==> src/rtl/button_pulse_conditioner.sv <==
// Synchronises, debounces and edge-conditions the up/down select buttons.
// Emits one-cycle press and auto-repeat pulses; pressing both buttons together blocks all pulses.
module button_pulse_conditioner #(
    parameter int DEBOUNCE_CYCLES = 500000,
    parameter int REPEAT_DELAY    = 25000000,
    parameter int REPEAT_PERIOD   = 5000000,
    parameter bit ACTIVE_LOW      = 1'b1
) (
    input  logic clk,
    input  logic rst,
    input  logic upButtonRaw,
    input  logic downButtonRaw,
    output logic upPulse,
    output logic downPulse,
    output logic upLevel,
    output logic downLevel
);

    localparam int DW   = (DEBOUNCE_CYCLES > 1) ? $clog2(DEBOUNCE_CYCLES) : 1;
    localparam int RMAX = (REPEAT_DELAY > REPEAT_PERIOD) ? REPEAT_DELAY : REPEAT_PERIOD;
    localparam int RW   = (RMAX > 1) ? $clog2(RMAX) : 1;

    localparam logic [DW-1:0] DB_LAST  = DW'(DEBOUNCE_CYCLES - 1);
    localparam logic [RW-1:0] RD_LAST  = RW'(REPEAT_DELAY - 1);
    localparam logic [RW-1:0] RP_LAST  = RW'(REPEAT_PERIOD - 1);

    typedef enum logic [1:0] {
        IDLE,
        HOLD,
        REPEAT
    } state_t;

    logic [1:0] raw;
    logic [1:0] sync1;
    logic [1:0] sync2;
    logic [1:0] level;
    logic [1:0] level_nx;
    logic [1:0] pulse_q;
    logic       both_now;
    logic       both_nx;

    // After polarity correction, 1 always means pressed.
    assign raw = {downButtonRaw, upButtonRaw} ^ {2{ACTIVE_LOW}};

    always_ff @(posedge clk) begin
        if (rst) begin
            sync1 <= '0;
            sync2 <= '0;
        end else begin
            sync1 <= raw;
            sync2 <= sync1;
        end
    end

    assign both_now = level[0] & level[1];
    assign both_nx  = level_nx[0] & level_nx[1];

    for (genvar b = 0; b < 2; b++) begin : g_btn
        logic          lvl;
        logic          lvl_d;
        logic          lvl_nx;
        logic [DW-1:0] dcnt;
        logic [DW-1:0] dcnt_nx;
        state_t        state;
        state_t        state_nx;
        logic [RW-1:0] rcnt;
        logic [RW-1:0] rcnt_nx;
        logic          fire;

        always_comb begin
            lvl_nx  = lvl;
            dcnt_nx = '0;
            if (sync2[b] != lvl) begin
                if (dcnt == DB_LAST) begin
                    lvl_nx = sync2[b];
                end else begin
                    dcnt_nx = dcnt + 1'b1;
                end
            end
        end

        always_ff @(posedge clk) begin
            if (rst) begin
                lvl   <= 1'b0;
                lvl_d <= 1'b0;
                dcnt  <= '0;
            end else begin
                lvl   <= lvl_nx;
                lvl_d <= lvl;
                dcnt  <= dcnt_nx;
            end
        end

        assign level[b]    = lvl;
        assign level_nx[b] = lvl_nx;

        always_ff @(posedge clk) begin
            if (rst) begin
                state      <= IDLE;
                rcnt       <= '0;
                pulse_q[b] <= 1'b0;
            end else begin
                state      <= state_nx;
                rcnt       <= rcnt_nx;
                // Gate on next levels so no pulse lands in a both-pressed cycle.
                pulse_q[b] <= fire & ~both_nx;
            end
        end

        always_comb begin
            state_nx = state;
            rcnt_nx  = '0;
            unique case (state)
                IDLE: begin
                    if (lvl && !lvl_d && !both_now) begin
                        state_nx = HOLD;
                    end
                end
                HOLD: begin
                    if (!lvl || both_now) begin
                        state_nx = IDLE;
                    end else if (rcnt == RD_LAST) begin
                        state_nx = REPEAT;
                    end else begin
                        rcnt_nx = rcnt + 1'b1;
                    end
                end
                REPEAT: begin
                    if (!lvl || both_now) begin
                        state_nx = IDLE;
                    end else if (rcnt != RP_LAST) begin
                        rcnt_nx = rcnt + 1'b1;
                    end
                end
                default: begin
                    state_nx = IDLE;
                end
            endcase
        end

        always_comb begin
            fire = 1'b0;
            unique case (state)
                IDLE:    fire = lvl && !lvl_d && !both_now;
                HOLD:    fire = lvl && !both_now && (rcnt == RD_LAST);
                REPEAT:  fire = lvl && !both_now && (rcnt == RP_LAST);
                default: fire = 1'b0;
            endcase
        end
    end

    assign upPulse   = pulse_q[0];
    assign downPulse = pulse_q[1];
    assign upLevel   = level[0];
    assign downLevel = level[1];

endmodule

==> config.mk <==
export PLATFORM = sky130hd
export DESIGN_NAME = button_pulse_conditioner
export DESIGN_NICKNAME = d
export VERILOG_FILES = /design/src/rtl/button_pulse_conditioner.sv
export SDC_FILE = /design/constraint.sdc
export NUM_CORES = 1
export LEC_CHECK = 0
export CORE_MARGIN = 1.5
export CORE_UTILIZATION = 55
export CTS_CLUSTER_SIZE = 16
export DETAILED_ROUTE_END_ITERATION = 16
export GPL_TIMING_DRIVEN = 0
export PLACE_DENSITY = 0.76
export SLEW_MARGIN = 10
export SYNTH_ARGS = -nofsm -noshare
export SYNTH_HDL_FRONTEND = slang
export SYNTH_SLANG_ARGS = --single-unit
==> constraint.sdc <==
create_clock -name clk -period 2.6 [get_ports clk]
set_input_delay 0.52 -clock clk [delete_from_list [all_inputs] [get_ports clk]]
set_output_delay 0.52 -clock clk [all_outputs]
set_load 0.01 [all_outputs]
==> impl_metrics.toml <==
[layout]
syn2layout_area_growth_pct = 8.92
stdcell_count = 662
diodes = 0
fillers = 708
nets = 568
seq_area_sq_um = 2040
multi_input_area_sq_um = 2480
drive_above_1_share = 0.0485
final_util = 0.618
post-route-cell-area_sq_um = 5070

[global_route]
grt-ovfl-total = 0
use_met1 = 0.269
gr-usage-met3 = 0.0287
grt_antenna_before_repair = 0
grt_use_total = 0.207
grt_pass1_wl_microns = 14900
grt_max_degree = 17
top_usage_layer = "met2"
grt_use_met2 = 0.343
grt_pass1_vias = 3386

[setup_path]
crit_arrival_ns = 2.54
required_ns = 2.84
r2r_cells = 8
crit_chain = "ha_1 > and4_1 > clkbuf_1 > nand4_1 > o31ai_1 > a2111o_1 > buf_2 > nor2_1"
worst-setup-path-type = "register to register"
crit_path_max_fanout = 10
critical-path-slowest-cell = "dfxtp_1"
critPathLaunchType = "register"
cpPeakStageDelay_ns = 0.39
endpoint_kind = "register"

[sta]
min_period_ns = 2.30
clock_skew_ns = 0.0192
hold_ws_ns = 0.455
tns_ns = 0
max_freq_ghz = 0.434
rsz0062_at_grt = "false"
relSlewSlack = 0.386
finalHoldViolCount = 0
setup_viol = 0
period_share = 0.886
slew_violations = 0
worst_slew_pin_slew_ns = 0.912

[synth]
syn-cell-area_sq_um = 4660
synth_seq_cells = 102
ys_warn_count = 0
synth.area.top_cells = "dfxtp_1 (44%), nor2_1 (8.8%), xor2_1 (8.3%), xnor2_1 (7.1%), nand3_1 (3.7%)"
yosys.area.top_type_share = 0.438
synth_ff_type = "dfxtp_1"
netlist_top_cells_count = "nor2_1 (109), dfxtp_1 (102), xor2_1 (44)"
yosysMostFrequentCell = "nor2_1"
syn_avg_cell_area_sq_um = 8.71
yosys.area_share.adder = 0.0322
synth-xor-area-share = 0.154
synth_top_family_by_area = "simple AND/OR/NAND/NOR gates"
synth.distinct_cells = 41
synth-simple-area-share = 0.306
synth_compound_area_frac = 0.0287
synth_edf_count = 0
synth_fp_nets = 551
yosys.area.top_type = "dfxtp_1"
ys_async_sr_fraction = 0
synth_cells = 535
ys_seq_area_frac = 0.438
synthMuxAreaShare = 0.0113

[floorplan]
rows = 33
fp.dieW_microns = 95.0
fp.coreArea_sq_um = 8220
fp.dieH_microns = 95.0
start_util = 0.567
ios = 8
die-area_sq_um = 9030

[placed_design]
place_area_sq_um = 4850
placed_cells = 646
io_buffers = 6
dp.final_hpwl_microns = 6000
place_congestion = 0.847

[outcome]
status = "finished clean"

[drt]
vias = 3624
drt_pass1_iterations = 4
ant_nets = 0
avgRoutedWirePerCell_microns = 12.9
viasPerCell = 5.47
wirelength_microns = 8520
drc = 0
drt_iter0_drc = 133

[cts]
clk_pin_slew_ns = 0.10
cts_resized = 0
postCtsSetupBuffers = 0
ctsHoldBuffers = 0
cts_root_buffer = "clkbuf_8"
clkSinkCount = 102
cts_max_path_buffers = 2
cts_tree = "built"
clock_latency_ns = 0.36
h-tree-depth = 3
cts_buffers = 9

[min_path]
whs_path_depth = 1
hp-class = "register to register"

[run]
cap_violations = 0

[power_and_ir_drop]
ir_worst_vdd_mv = 0.313
pwr_density_cell_nw_per_um2 = 535
leakage_nw = 1.59
-- report_power, final --
part	switching, mW	internal, mW	leakage [nW]
clock	0.531	0.571	0.113
sequential	0.00473	1.57	0.822
combinational	0.0234	0.0170	0.658
total	0.559	2.16	1.59
-- cell usage in the layout, fill, tap and decap left out, types with 2 or more instances in the layout --
cell type	Yosys	final
a21oi_1	3	3
and3_1	15	15
and4_1	9	9
buf_2	2	2
bufinv_16	0	2
clkbuf_1	10	11
clkbuf_8	0	10
clkdlybuf4s50_1	0	6
clkinv_4	0	2
dfxtp_1	102	102
ha_1	12	12
inv_1	19	19
mux2_2	2	2
mux2i_1	3	3
nand2_1	29	29
nand2b_1	10	10
nand3_1	34	34
nand4_1	20	20
nand4b_1	2	2
nor2_1	109	109
nor2b_1	9	9
nor3_1	13	13
nor4_1	11	11
nor4b_1	7	7
nor4bb_1	3	3
o21ai_0	7	7
or2_2	3	3
or3_1	2	2
or4_1	3	3
xnor2_1	38	38
xor2_1	44	44
-- final cells by class --
type | count | area share
Multi-Input combinational cell | 400 | 0.489
Clock buffer | 11 | 0.0279
Clock inverter | 5 | 0.0163
Sequential cell | 102 | 0.402
Tap cell | 105 | 0.0259
Timing Repair Buffer | 6 | 0.0118
Buffer | 14 | 0.0131
Inverter | 19 | 0.0141
-- stage by stage --
stage	power, mW	worst slack (ns)
global placement	1.65	0.383
CTS	2.74	0.286
global route	2.80	0.0878
detailed placement	1.65	0.294
finish	2.71	0.296
floorplan	1.64	0.611
-- logic make-up after synthesis --
| group | after synthesis |
|---|---|
| AOI/OAI and AO/OA | 19 |
| xor gates and xnor gates | 82 |
| adders and majority gates | 12 |
| buffers and inverters | 33 |
| DFF | 102 |
| muxes | 5 |
| and+or+nand+nor | 282 |
-- worst max-delay path: cells and delay by family (launching register included) --
family                   cells  cell delay, ns
buffers and inverters        2            0.49
flip-flops                   1            0.39
adder cells (fa/ha/maj)      1            0.22
AO/OA/AOI/OAI                2            0.59
AND/OR/NAND/NOR              3            0.49
-- routing by layer --
layer / wire, microns / share of wire / vias to the layer above
met5: 0 / 0 / -
met4: 143 / 0.017 / 0
met3: 253 / 0.030 / 11
met2: 3920 / 0.46 / 56
met1: 4200 / 0.49 / 1706
li1: - / - / 1851
-- sequential cells by signal (all words and copies together) (netlist names) --
signal       cells
upLevel          1
downLevel        1
downPulse        1
upPulse          1
g_btn.lvl_d      2
sync2            2
g_btn.state      4
g_btn.rcnt      50
sync1            2
g_btn.dcnt      38
-- worst paths after layout --
check	start	endpoint	slack, ns
worst max register to register	g_btn[1].rcnt[0]	g_btn[1].rcnt[10]	0.30
worst min register to register	sync1[1]	sync2[1]	0.45
worst max-delay path	g_btn[1].rcnt[0]	g_btn[1].rcnt[10]	0.30
worst min-delay path	sync1[1]	sync2[1]	0.45
Power figures use the tool's default switching activity.
